### config.mk
export PLATFORM = sky130hd
export DESIGN_NAME = master_tx_ltssm
export DESIGN_NICKNAME = d
export VERILOG_FILES = /design/src/rtl/master_tx_ltssm.sv
export SDC_FILE = /design/constraint.sdc
export NUM_CORES = 1
export LEC_CHECK = 0
export CORE_ASPECT_RATIO = 1.25
export CORE_MARGIN = 1.5
export CORE_UTILIZATION = 31
export CTS_CLUSTER_DIAMETER = 40
export DETAILED_ROUTE_END_ITERATION = 10
export PLACE_DENSITY = 0.48
export RECOVER_POWER = 100
export SLEW_MARGIN = 25
export SYNTH_ARGS = -nofsm -noshare
export SYNTH_HDL_FRONTEND = slang
export SYNTH_SLANG_ARGS = --single-unit
### constraint.sdc
create_clock -name clk -period 2.5 [get_ports clk]
set_input_delay 0.5 -clock clk [delete_from_list [all_inputs] [get_ports clk]]
set_output_delay 0.5 -clock clk [all_outputs]
set_load 0.02 [all_outputs]
### src/rtl/master_tx_ltssm.sv
`default_nettype none
// ============================================================================
// Module      : master_tx_ltssm
// Description : TX-side LTSSM sequencer; drives ordered-set generators per
//               substate, waits for RX completion, sends post-RX sets.
// Revision    : 1.0 - initial release
// ============================================================================
module master_tx_ltssm #(
  parameter int POLL_ACTIVE_MIN = 1024,
  parameter int POST_RX_COUNT   = 16
) (
  input  logic       clk,
  input  logic       reset,
  input  logic [3:0] substate,
  input  logic       osSent,
  input  logic       rxFinish,
  input  logic [3:0] rxExitTo,
  input  logic       timeOut,
  output logic [1:0] osType,
  output logic       sendEnable,
  output logic       electricalIdle,
  output logic [5:0] setTimer,
  output logic       enableTimer,
  output logic       resetTimer,
  output logic       finish,
  output logic [3:0] exitTo
);

  localparam logic [2:0] c_ST_IDLE    = 3'd0;
  localparam logic [2:0] c_ST_SENDING = 3'd1;
  localparam logic [2:0] c_ST_POST    = 3'd2;
  localparam logic [2:0] c_ST_DONE    = 3'd3;
  localparam logic [2:0] c_ST_FAIL    = 3'd4;

  localparam logic [1:0] c_OS_NONE = 2'd0;
  localparam logic [1:0] c_OS_TS1  = 2'd1;
  localparam logic [1:0] c_OS_TS2  = 2'd2;
  localparam logic [1:0] c_OS_IDL  = 2'd3;

  localparam logic [10:0] c_POLL_MIN = 11'(POLL_ACTIVE_MIN);
  localparam logic [4:0]  c_POST_N   = 5'(POST_RX_COUNT);
  localparam logic [10:0] c_SENT_MAX = 11'h7FF;

  logic [2:0]  r_state;
  logic [2:0]  w_nextState;

  logic [3:0]  r_lastSubstate;
  logic [10:0] r_sentCount;
  logic [4:0]  r_postCount;
  logic        r_rxSeen;
  logic [3:0]  r_rxExit;
  logic [10:0] r_minSend;
  logic [4:0]  r_postN;

  logic [1:0]  r_osType;
  logic        r_sendEnable;
  logic        r_electricalIdle;
  logic [5:0]  r_setTimer;
  logic        r_enableTimer;
  logic        r_resetTimer;
  logic        r_finish;
  logic [3:0]  r_exitTo;

  logic [1:0]  w_nxtOsType;
  logic        w_nxtSendEnable;
  logic        w_nxtElectricalIdle;
  logic [5:0]  w_nxtSetTimer;
  logic        w_nxtEnableTimer;
  logic        w_nxtResetTimer;
  logic        w_nxtFinish;
  logic [3:0]  w_nxtExitTo;

  logic [1:0]  w_cfgOsType;
  logic [10:0] w_cfgMinSend;
  logic [4:0]  w_cfgPostN;
  logic [5:0]  w_cfgTimer;
  logic        w_cfgActive;

  logic        w_subChange;
  logic [4:0]  w_postInc;
  logic        w_sendDone;

  assign w_subChange = (substate != r_lastSubstate);
  assign w_postInc   = r_postCount + 5'd1;
  assign w_sendDone  = r_rxSeen && (r_sentCount >= r_minSend);

  // Per-substate generator setup; substates outside 2..9 keep TX quiet.
  always_comb begin
    w_cfgOsType  = c_OS_NONE;
    w_cfgMinSend = '0;
    w_cfgPostN   = '0;
    w_cfgTimer   = '0;
    w_cfgActive  = 1'b1;
    case (substate)
      4'd2: begin
        w_cfgOsType  = c_OS_TS1;
        w_cfgMinSend = c_POLL_MIN;
        w_cfgTimer   = 6'd24;
      end
      4'd3: begin
        w_cfgOsType = c_OS_TS2;
        w_cfgPostN  = c_POST_N;
        w_cfgTimer  = 6'd48;
      end
      4'd4, 4'd5, 4'd7: begin
        w_cfgOsType = c_OS_TS1;
        w_cfgTimer  = 6'd24;
      end
      4'd6: begin
        w_cfgOsType = c_OS_TS1;
        w_cfgTimer  = 6'd2;
      end
      4'd8: begin
        w_cfgOsType = c_OS_TS2;
        w_cfgPostN  = c_POST_N;
        w_cfgTimer  = 6'd24;
      end
      4'd9: begin
        w_cfgOsType = c_OS_IDL;
        w_cfgPostN  = c_POST_N;
        w_cfgTimer  = 6'd24;
      end
      default: w_cfgActive = 1'b0;
    endcase
  end

  // State and registered outputs
  always_ff @(posedge clk) begin
    if (reset) begin
      r_state          <= c_ST_IDLE;
      r_osType         <= c_OS_NONE;
      r_sendEnable     <= 1'b0;
      r_electricalIdle <= 1'b1;
      r_setTimer       <= '0;
      r_enableTimer    <= 1'b0;
      r_resetTimer     <= 1'b0;
      r_finish         <= 1'b0;
      r_exitTo         <= '0;
    end else begin
      r_state          <= w_nextState;
      r_osType         <= w_nxtOsType;
      r_sendEnable     <= w_nxtSendEnable;
      r_electricalIdle <= w_nxtElectricalIdle;
      r_setTimer       <= w_nxtSetTimer;
      r_enableTimer    <= w_nxtEnableTimer;
      r_resetTimer     <= w_nxtResetTimer;
      r_finish         <= w_nxtFinish;
      r_exitTo         <= w_nxtExitTo;
    end
  end

  // Next state: timeOut outranks a substate change, which outranks RX progress.
  always_comb begin
    w_nextState = r_state;
    case (r_state)
      c_ST_IDLE: begin
        if (w_subChange && w_cfgActive) w_nextState = c_ST_SENDING;
      end
      c_ST_SENDING: begin
        if (timeOut)                             w_nextState = c_ST_FAIL;
        else if (w_subChange)                    w_nextState = c_ST_IDLE;
        else if (r_rxSeen && (r_rxExit == 4'd0)) w_nextState = c_ST_FAIL;
        else if (w_sendDone)                     w_nextState = (r_postN != 5'd0) ? c_ST_POST : c_ST_DONE;
      end
      c_ST_POST: begin
        if (timeOut)                             w_nextState = c_ST_FAIL;
        else if (w_subChange)                    w_nextState = c_ST_IDLE;
        else if (osSent && (w_postInc == r_postN)) w_nextState = c_ST_DONE;
      end
      c_ST_DONE, c_ST_FAIL: w_nextState = c_ST_IDLE;
      default:              w_nextState = c_ST_IDLE;
    endcase
  end

  // Output values presented on the edge that enters w_nextState
  always_comb begin
    w_nxtOsType         = r_osType;
    w_nxtSendEnable     = r_sendEnable;
    w_nxtElectricalIdle = r_electricalIdle;
    w_nxtSetTimer       = r_setTimer;
    w_nxtEnableTimer    = r_enableTimer;
    w_nxtResetTimer     = 1'b0;
    w_nxtFinish         = 1'b0;
    w_nxtExitTo         = r_exitTo;
    case (r_state)
      c_ST_IDLE: begin
        if (w_subChange) begin
          if (w_cfgActive) begin
            w_nxtOsType         = w_cfgOsType;
            w_nxtSendEnable     = 1'b1;
            w_nxtElectricalIdle = 1'b0;
            w_nxtSetTimer       = w_cfgTimer;
            w_nxtResetTimer     = 1'b1;
            w_nxtEnableTimer    = 1'b1;
          end else begin
            w_nxtOsType         = c_OS_NONE;
            w_nxtSendEnable     = 1'b0;
            w_nxtElectricalIdle = 1'b1;
          end
        end
      end
      c_ST_SENDING, c_ST_POST: begin
        case (w_nextState)
          c_ST_DONE: begin
            w_nxtFinish      = 1'b1;
            w_nxtExitTo      = r_rxExit;
            w_nxtOsType      = c_OS_NONE;
            w_nxtSendEnable  = 1'b0;
            w_nxtEnableTimer = 1'b0;
          end
          c_ST_FAIL: begin
            w_nxtFinish         = 1'b1;
            w_nxtExitTo         = 4'd0;
            w_nxtOsType         = c_OS_NONE;
            w_nxtSendEnable     = 1'b0;
            w_nxtElectricalIdle = 1'b1;
            w_nxtEnableTimer    = 1'b0;
          end
          c_ST_IDLE: begin
            w_nxtOsType      = c_OS_NONE;
            w_nxtSendEnable  = 1'b0;
            w_nxtEnableTimer = 1'b0;
          end
          default: ;
        endcase
      end
      default: ;
    endcase
  end

  // Counters, RX latch and per-substate configuration
  always_ff @(posedge clk) begin
    if (reset) begin
      r_lastSubstate <= 4'd15;
      r_sentCount    <= '0;
      r_postCount    <= '0;
      r_rxSeen       <= 1'b0;
      r_rxExit       <= '0;
      r_minSend      <= '0;
      r_postN        <= '0;
    end else begin
      case (r_state)
        c_ST_IDLE: begin
          if (w_subChange) begin
            r_lastSubstate <= substate;
            if (w_cfgActive) begin
              r_minSend   <= w_cfgMinSend;
              r_postN     <= w_cfgPostN;
              r_sentCount <= '0;
              r_postCount <= '0;
              r_rxSeen    <= 1'b0;
            end
          end
        end
        c_ST_SENDING: begin
          if (osSent && (r_sentCount != c_SENT_MAX)) r_sentCount <= r_sentCount + 11'd1;
          if (rxFinish) begin
            r_rxSeen <= 1'b1;
            r_rxExit <= rxExitTo;
          end
        end
        c_ST_POST: begin
          if (osSent) r_postCount <= w_postInc;
        end
        default: ;
      endcase
    end
  end

  assign osType         = r_osType;
  assign sendEnable     = r_sendEnable;
  assign electricalIdle = r_electricalIdle;
  assign setTimer       = r_setTimer;
  assign enableTimer    = r_enableTimer;
  assign resetTimer     = r_resetTimer;
  assign finish         = r_finish;
  assign exitTo         = r_exitTo;

endmodule
`default_nettype wire

---- Yosys cells after proc, flatten, opt, wreduce, memory -nomap -nowiden ----
Cells that the tools add are included.
storage, ports and cells
  word-level logic and storage cells ...... 121
  flip-flop bits (word level) ............. 61
  input bits .............................. 13
  output and inout bits ................... 17
cells by class
  eq/ne operators ......................... 22
  reductions and logical operators ........ 33
  mux-type cells .......................... 44
  $add $sub $neg .......................... 2
  magnitude comparators ................... 1
  bitwise gates (word level) .............. 3
operators by type and width
  kind                                                             count
  11-bit 2-to-1 mux                                                4
  3-bit 2-to-1 mux                                                 8
  11-bit case mux with 2 select lines                              1
  5-bit 2-to-1 mux                                                 4
  6-bit case mux with 3 select lines                               1
  4-bit by 3-bit == test with 1-bit output, second input constant  4
  4-bit AND reduction                                              4
  1-bit 2-to-1 mux                                                 14
  2-bit inequality test, second input constant                     7
  11-bit by 1-bit adder with 11-bit output, second input constant  1
  11-bit >= comparator                                             1
  11-bit inequality test, second input constant                    1
  5-bit case mux with 2 select lines                               1
  3-bit case mux with 3 select lines                               1
  3-bit AND reduction                                              3
  3-bit OR reduction                                               3
  4-bit by 2-bit == test with 1-bit output, second input constant  2
  4-bit == test, second input constant                             2
  1-bit case mux with 2 select lines                               4
  4-bit case mux with 2 select lines                               1
  2-bit nonzero test                                               4
  2-bit OR reduction                                               4
  8-bit OR reduction                                               1
  3-bit by 2-bit == test with 1-bit output, second input constant  2
  16 further kinds                                                 27

---- Longest topological paths before layout ----
Gate-level depths: netlist of run 1.
  depth after elaboration ................. 11
  mapped depth ............................ 8
  gate-level depth less buffers ........... 7

---- Worst setup path after synthesis of run 1 ----
OpenSTA, ideal clock, no wires.
  path kind ............................... in2reg
  start point ............................. in substate[2]
  end point ............................... reg r_exitTo[0], in the netlist exitTo[0]
  setup slack ............................. 352 ps
  stages .................................. 7
  library setup time ...................... 116 ps
  path buffers ............................ 1
  arrival time ............................ 2,032 ps
  required time ........................... 2,384 ps
  path through ............................ buf_4 -> xnor2_4 -> nand4_4 -> a2111oi_4 -> nand2b_4 -> or2_4 -> a41o_1
between the ends
  word-level cells in the longest chain between the ends .. 9
  elaborated cells between the ends (all ways) .. 23
  classes of those cells .................. eq/ne: 11; mux: 8; reduce/logical: 4
ends and longest elaborated chain
  item                                                                       line  RTL
  start, declared                                                            14    input logic [3:0] substate,
  4-bit == test (tied with other cells)                                      94    case (substate)
  8-bit OR reduction (no line)                                               -
  1-bit 2-to-1 mux                                                           94
  1-bit logical AND                                                          157   if (w_subChange && w_cfgActive) w_nextState = c_ST_SENDING;
  3-bit 2-to-1 mux                                                           157
  3-bit case mux with 3 select lines *                                       155   case (r_state)
  3-bit == test or 3-bit by 2-bit == test with 1-bit output (tied branches)  203   case (w_nextState)
  2-bit nonzero test (no line)                                               -
  2-bit AND reduction (no line)                                              -
  end signal, assigned                                                       148   r_exitTo <= w_nxtExitTo;
  end, declared                                                              62    logic [3:0] r_exitTo;
Every way passes the cells marked *; elsewhere a longest branch is shown, timed or not.
A chain may end at the register's enable or synchronous reset.

---- Final worst setup path of run 1 ----
  start point ............................. in substate[2]
  end point ............................... reg r_exitTo[3], in the netlist exitTo[3]
The elaborated chain is that of the path after synthesis.

==> results of run 1 <==
[routing by layer]
metal	up-vias	global-route usage	routed length [um]
li1	992	-	-
met1	872	0.166	2280
met2	24	0.247	2580
met3	9	0.0248	122
met4	0	0.0584	106
met5	-	0	0
[state kept, by name, summed over array words and instances (netlist names)]
signal	count
exitTo	4
r_rxSeen	1
r_minSend	1
electricalIdle	1
setTimer	4
r_sentCount	11
r_rxExit	4
r_postCount	5
enableTimer	1
osType	2
resetTimer	1
r_postN	1
finish	1
r_lastSubstate	4
sendEnable	1
r_state	3
[cell usage after synthesis (3+ instances only)]
library cell | number | area share
sky130_fd_sc_hd__dfxtp_1 | 45 | 0.39
sky130_fd_sc_hd__a41o_1 | 5 | 0.022
sky130_fd_sc_hd__nand2_1 | 42 | 0.069
sky130_fd_sc_hd__buf_6 | 3 | 0.015
sky130_fd_sc_hd__buf_4 | 5 | 0.016
sky130_fd_sc_hd__nor2_1 | 27 | 0.044
sky130_fd_sc_hd__a21oi_1 | 20 | 0.044
sky130_fd_sc_hd__nor4b_1 | 4 | 0.015
sky130_fd_sc_hd__xnor2_4 | 3 | 0.036
sky130_fd_sc_hd__nand3_1 | 22 | 0.048
sky130_fd_sc_hd__o21ai_0 | 7 | 0.015
sky130_fd_sc_hd__nor2b_1 | 3 | 0.0082
sky130_fd_sc_hd__and3_1 | 3 | 0.0082
sky130_fd_sc_hd__xnor2_1 | 6 | 0.023
sky130_fd_sc_hd__ha_1 | 3 | 0.016
sky130_fd_sc_hd__nor3_1 | 5 | 0.011
sky130_fd_sc_hd__clkbuf_1 | 4 | 0.0065
sky130_fd_sc_hd__xor2_1 | 7 | 0.027
[critical path, cell delays in order]
cell,delay (ns)
sky130_fd_sc_hd__dlygate4sd3_1,0.62
sky130_fd_sc_hd__xnor2_4,0.19
sky130_fd_sc_hd__nand4_4,0.12
sky130_fd_sc_hd__a2111oi_4,0.38
sky130_fd_sc_hd__nand2b_2,0.15
sky130_fd_sc_hd__or2_4,0.29
sky130_fd_sc_hd__a41o_1,0.24
[power by group]
part / switching, mW / leakage [nW] / internal, mW
Combinational: 0.185 / 0.676 / 0.157
Sequential: 0.0306 / 0.366 / 0.749
Clock: 0.264 / 0.0554 / 0.301
Total: 0.480 / 1.10 / 1.21
[layout make-up]
cell class,instances,area (um^2)
inverter,1,3.75
timing repair buffer,48,425
tap,90,113
sequential,45,901
clock buffer,6,72.6
multi-input combinational,199,1290
fill,775,4220
clock inverter,2,38.8
[worst max path at each step]
stage | slack [ns] | end | cells after the start | start
final | 0.21 | exitTo[3]$_SDFFE_PP0P_ | 7 | substate[2]
after global routing | 0.09 | r_sentCount[10]$_SDFFE_PP0P_ | 9 | substate[2]
after CTS | 0.22 | exitTo[1]$_SDFFE_PP0P_ | 7 | substate[1]
after detailed placement | -0.09 | exitTo[3]$_SDFFE_PP0P_ | 7 | substate[1]
after global placement | -0.07 | exitTo[0]$_SDFFE_PP0P_ | 7 | substate[0]
after floorplan | 0.35 | exitTo[0]$_SDFFE_PP0P_ | 7 | substate[2]
[kinds of logic after synthesis]
family,Yosys count
other,1
AND/OR/NAND/NOR,127
flip-flops,45
AO/OA/AOI/OAI,49
multiplexers,1
adder cells (fa/ha/maj),3
buffers and inverters,14
XOR/XNOR,17
==> parameters.txt, run 1 <==
Parameter                              Value

Run status
  Result of the run ... finished, final reports clean

Drt
  Final ANT Viol Nets ... 0
  Remaining DRCs ... 0
  Final routed wirelength across all metal layers ... 5090 um
  First-pass iteration count of the detailed router ... 4
  Routed via count divided by cell count ... ~4.9
  Initial DRC count ... 58
  Average wire length per cell after detail routing ... around 13 um
  Routed via count ... around 1900

CTS
  Number of buffers added to fix hold violations after cts ... 0
  Clock transition at the registers of the reported paths ... approximately 0.09 ns
  Clock Latency Late Sink ... around 0.30 ns
  Sink Count ... 45
  Buffers inserted during post-CTS setup optimization ... 0
  Buffer levels on the longest clock path ... 2
  Clock tree from TritonCTS ... built
  Maximum level of the CTS H-tree ... 2
  Post-CTS resize count ... 0
  Clock buffer count from CTS ... 5
  Clock Tree Root ... sky130_fd_sc_hd__clkbuf_8

Synthesis
  Synth unique cells ... between 50 and 60
  Number of warnings printed during yosys synthesis ... 0
  Cell Area, Synth ... between 2000 and 2500 um^2
  Fraction of the yosys area taken by sequential cells ... 0.393
  Number of standard cells after synthesis ... 257
  Compound-cell area share of the yosys netlist ... 0.162
  Total of flip-flops plus latches after synthesis ... 45
  Multiplexer area fraction after synthesis ... 0.00436
  Basic-gate share of the synthesized area counting and, or, nand and nor cells ... 0.288
  Post-synth EDFFs ... 0
  Main combinational cell family by area after synthesis ... simple AND/OR/NAND/NOR gates
  Prevailing post-synth register cell ... sky130_fd_sc_hd__dfxtp_1
  Share of synthesized flip-flops with an asynchronous set or reset ... 0
  Area share of fa/ha/maj cells after synthesis ... 0.0164
  Post-Synthesis Mean Instance Area ... 8.93 um^2
  Xor/xnor cell area share of the yosys netlist ... 0.0927

Setup path
  Worst setup SP type ... input pin
  Largest fanout on the critical path ... 6
  Reg2Reg Launch Point ... r_state[0]$_SDFF_PP0_
  Worst EP arrival ... approximately 2.5 ns
  Kind of capture point of the worst setup path ... register
  FF-to-FF setup slack ... 0.31 ns
  Critical R2R Capture ... exitTo[3]$_SDFFE_PP0P_
  Worst reg2reg path depth ... 5
  Critical setup path kind ... in -> reg
  Required arrival time at the worst endpoint ... roughly 2.7 ns

Timing
  Fin. max-slew vios ... 0
  Maximum achievable frequency ... 436 MHz
  Aggregate negative setup slack ... 0 ns
  Least-Margin Pin Slew ... 0.625 ns
  Clock Skew ... 0.0101 ns
  Final Hold Vio Count ... 0
  Final count of negative-setup-slack endpoints ... 0
  Final critical path time including I/O delays and setup ... about 2.3 ns
  Fin crit share ... 0.917
  Unrepaired setup endpoints after global routing ... false
  Final setup slack of the worst path ... roughly 0.21 ns
  Relative slew slack ... 0.580
  Worst slack on hold paths ... approximately 0.46 ns

Finish
  Total inserted antenna cells ... 0
  Area growth, synth to finish ... 24.0%
  Leading cell type in the layout, fill and taps excluded ... sky130_fd_sc_hd__dfxtp_1
  Fraction of final layout cells with drive strength greater than 1 ... 0.133
  Commonest non-fill, non-tap cells in the layout ... sky130_fd_sc_hd__dfxtp_1 (45), sky130_fd_sc_hd__nand2_1 (42), sky130_fd_sc_hd__nor2_1 (27), sky130_fd_sc_hd__nand3_1 (22), sky130_fd_sc_hd__a21oi_1 (20)
  Final core utilization ... 0.403
  Final cell count without fillers ... approximately 390
  Area of all placed cells without fillers ... 2850 um^2
  Net count of the finished layout ... roughly 320

Global routing
  First-pass GRT wire length ... around 8900 um
  Largest net degree at the start of global routing ... 28
  Vias in the first global route ... 1969
  Congestion Overflow GR ... 0
  Overall routing resource usage ... 0.140
  Initial antenna violation count ... 0

Floorplan
  Io pins ... 30
  DIE WIDTH ... around 80 um
  Placeable core region ... 7060 um^2
  Die outline area ... slightly below 8000 um^2
  Vertical die dimension ... a little under 100 um
  Effective utilization at floorplan ... 0.325
  Core Rows ... 34

Place
  Placed inst area ... approximately 2800 um^2
  Post-Place Cells ... 383
  Estimated wirelength of the detail-placed design ... roughly 4000 um
  Global placement routability congestion ... roughly 0.75
  Number of buffers added on ports ... 27
  Setup Slack @ Placement ... -0.0890 ns

Job
  Max-capacitance violation count ... 0

Min path
  Type of the tightest min-delay check ... reg -> reg
  Depth of the worst hold-timing path ... 2
  End point of the most critical hold path ... setTimer[5]$_SDFFE_PP0P_
  Startpoint of the most critical hold path ... setTimer[5]$_SDFFE_PP0P_

Power and ir drop
  Peak ir drop on the vdd network ... around 0.25 mV
  Power per cell area ... between 500 and 600 nW/um^2
  Power, Total ... ~1.7 mW
  LEAKAGE ... around 1.1 nW
No activity file was read; power rests on OpenSTA's default activity.
==> run 2: changes to the inputs <==
--- a/config.mk
+++ b/config.mk
@@ -6,12 +6,12 @@
 export NUM_CORES = 1
 export LEC_CHECK = 0
 export CORE_ASPECT_RATIO = 1.25
-export CORE_MARGIN = 1.5
-export CORE_UTILIZATION = 31
+export CORE_UTILIZATION = 55
 export CTS_CLUSTER_DIAMETER = 40
 export DETAILED_ROUTE_END_ITERATION = 10
-export PLACE_DENSITY = 0.48
+export PLACE_DENSITY = 0.78
 export RECOVER_POWER = 100
+export SETUP_SLACK_MARGIN = 0.3
 export SLEW_MARGIN = 25
 export SYNTH_ARGS = -nofsm -noshare
 export SYNTH_HDL_FRONTEND = slang
==> run 2 against run 1 <==
Effect of this change:
- register-to-register slack gained 0.09 ns
- global-route usage grew 9.5 points
- critical path depth grew 2
- clock skew shrank 0.0038 ns
- cell count shrank 9.0%
- routed wire length shrank 7.1%
- hold slack gained 0.0065 ns
- combinational power shrank 3%
- largest cell class unchanged
- largest power group unchanged
- highest routed layer unchanged
==> parameters.txt, run 2 (same netlist as run 1, synthesis figures left out) <==
Parameter                              Value

Timing
  Unrepaired setup endpoints after global routing ... false
  Final count of negative-setup-slack endpoints ... 0
  Fin crit share ... 0.905
  Maximum achievable frequency ... around 440 MHz
  Clock Skew ... 0.00626 ns
  Aggregate negative setup slack ... 0 ns
  Fin. max-slew vios ... 0
  Final Hold Vio Count ... 0
  Relative slew slack ... 0.618
  Final critical path time including I/O delays and setup ... around 2.3 ns
  Least-Margin Pin Slew ... ~0.57 ns

Run status
  Result of the run ... finished, final reports clean

Drt
  Average wire length per cell after detail routing ... roughly 13 um
  First-pass iteration count of the detailed router ... 4
  Initial DRC count ... 50
  Remaining DRCs ... 0
  Final routed wirelength across all metal layers ... ~4700 um
  Routed via count ... approximately 2000
  Final ANT Viol Nets ... 0
  Routed via count divided by cell count ... 5.51

Finish
  Commonest non-fill, non-tap cells in the layout ... sky130_fd_sc_hd__dfxtp_1 (43), sky130_fd_sc_hd__nand2_1 (42), sky130_fd_sc_hd__nor2_1 (28), sky130_fd_sc_hd__nand3_1 (22), sky130_fd_sc_hd__a21oi_1 (20)
  Largest registers ... r_sentCount: 11 flops, r_postCount: 5 flops
  Top register by number of flip-flops ... r_sentCount
  Leading cell type in the layout, fill and taps excluded ... sky130_fd_sc_hd__dfxtp_1
  Total inserted antenna cells ... 0
  Net count of the finished layout ... between 300 and 400
  Area growth, synth to finish ... 21.1%
  Flip-flop count of the largest register after layout ... 11
  Number of fillers in the final layout ... about 350
  Multi-input gate area in the final layout ... between 1000 and 1500 um^2
  Area of all placed cells without fillers ... 2780 um^2
  Fraction of final layout cells with drive strength greater than 1 ... 0.139
  Area occupied by registers ... between 900 and 1000 um^2
  Final cell count without fillers ... between 300 and 400

Setup path
  Critical path's slowest cell ... sky130_fd_sc_hd__clkdlybuf4s50_1
  Number of buffer and inverter stages on the critical path ... 3
  Worst EP arrival ... ~2.5 ns
  Crit path largest cell delay ... between 0.4 and 0.5 ns
  Required arrival time at the worst endpoint ... 2.72 ns
  Largest fanout on the critical path ... 8
  Worst setup SP type ... input pin
  Kind of capture point of the worst setup path ... register
  Worst path cell trace ... clkdlybuf4s50_1 -> xnor2_1 -> clkbuf_1 -> a41oi_4 -> and2_0 -> clkbuf_2 -> a21oi_1 -> nand2_1 -> a31oi_1
  Cell type group with the largest total delay on the critical path ... buffers and inverters
  Critical setup path kind ... in -> reg

Place
  Estimated wirelength of the detail-placed design ... 3550 um
  Number of buffers added on ports ... 27
  Global placement routability congestion ... roughly 0.82
  Placed inst area ... roughly 2700 um^2
  Post-Place Cells ... 345

CTS
  Buffer levels on the longest clock path ... 2
  Clock tree from TritonCTS ... built
  Clock buffer count from CTS ... 5
  Sink Count ... 45
  Number of buffers added to fix hold violations after cts ... 0
  Clock transition at the registers of the reported paths ... roughly 0.07 ns
  Clock Tree Root ... sky130_fd_sc_hd__clkbuf_8
  Clock Latency Late Sink ... slightly below 0.3 ns
  Maximum level of the CTS H-tree ... 2

Min path
  Type of the tightest min-delay check ... reg -> reg

Global routing
  Vias in the first global route ... 1896
  Largest net degree at the start of global routing ... 28
  First-pass GRT wire length ... between 7000 and 8000 um
  Initial antenna violation count ... 0
  Overall routing resource usage ... 0.235
  Congestion Overflow GR ... 0

Floorplan
  Core Rows ... 25
  Vertical die dimension ... roughly 74 um
  Io pins ... 30
  Placeable core region ... 3880 um^2
  DIE WIDTH ... about 60 um
  Die outline area ... roughly 4400 um^2
  Effective utilization at floorplan ... 0.592

Job
  Max-capacitance violation count ... 0

Power and ir drop
  LEAKAGE ... approximately 1.1 nW
  Power per cell area ... 554 nW/um^2
  Peak ir drop on the vdd network ... between 0.3 and 0.4 mV
## run 2: cell types whose count changed in the layout (fill, tap and decap cells not counted), sizes merged
cell / before / now
buf: 17 / 14
bufinv: 1 / 0
clkinv: 1 / 0
dlymetal6s2s: 0 / 3
clkbuf: 10 / 16
clkdlybuf4s50: 11 / 8
## run 2: layout make-up
| class | count | area share |
|---|---|---|
| multi-input combinational | 199 | 0.469 |
| sequential | 45 | 0.325 |
| timing repair buffer | 49 | 0.152 |
| clock buffer | 8 | 0.0288 |
| tap | 54 | 0.0243 |
| inverter | 1 | 0.00135 |
## run 2: path summary, 6_finish.rpt
check | startpoint | end | slack [ns] | cells after the start
setup / recovery | substate[1] | r_postCount[3]$_SDFFE_PP0P_ | 0.24 | 9
hold reg to reg | setTimer[5]$_SDFFE_PP0P_ | setTimer[5]$_SDFFE_PP0P_ | 0.46 | 2
hold / removal | setTimer[5]$_SDFFE_PP0P_ | setTimer[5]$_SDFFE_PP0P_ | 0.46 | 2
setup reg to reg | r_state[2]$_SDFF_PP0_ | exitTo[2]$_SDFFE_PP0P_ | 0.40 | 6
## run 2: worst register-to-register path: cells and delay by family, from the launching register on
family           cells  cell delay (ns)
AO/OA/AOI/OAI        2             0.43
AND/OR/NAND/NOR      4             1.13
flip-flops           1             0.44
## run 2: layer usage
metal / track usage / vias to the layer above / wire length [um]
met5: 0 / - / 0
met2: 0.437 / 34 / 2470
met4: 0.111 / 0 / 89
li1: - / 994 / -
met3: 0.0435 / 10 / 143
met1: 0.251 / 925 / 2030
## run 2: where the power goes
group	switching [mW]	internal, mW	leakage [nW]	total, mW
Sequential	0.0316	0.749	0.367	0.781
Clock	0.227	0.199	0.0395	0.426
Combinational	0.183	0.149	0.701	0.332
Total	0.442	1.10	1.11	1.54
## run 2: per-stage QoR
stage | power [mW] | setup WS, ns | hold WS (ns) | utilization
6_report | 1.54 | 0.237 | 0.462 | 0.716
4_1_cts | 1.57 | 0.302 | 0.462 | 0.717
2_1_floorplan | 1.01 | 0.352 | 0.432 | -
5_1_grt | 1.62 | 0.157 | 0.483 | 0.716
3_5_place_dp | 1.14 | -0.0924 | 0.443 | 0.693
3_3_place_gp | 1.14 | -0.0263 | 0.443 | 0.693
## run 2: timing repair
action / in CTS / in global routing
buffers inserted: 2 / 1
resized for setup: 0 / 9
setup endpoints to repair: 4 / 10
pin swaps: 2 / 3
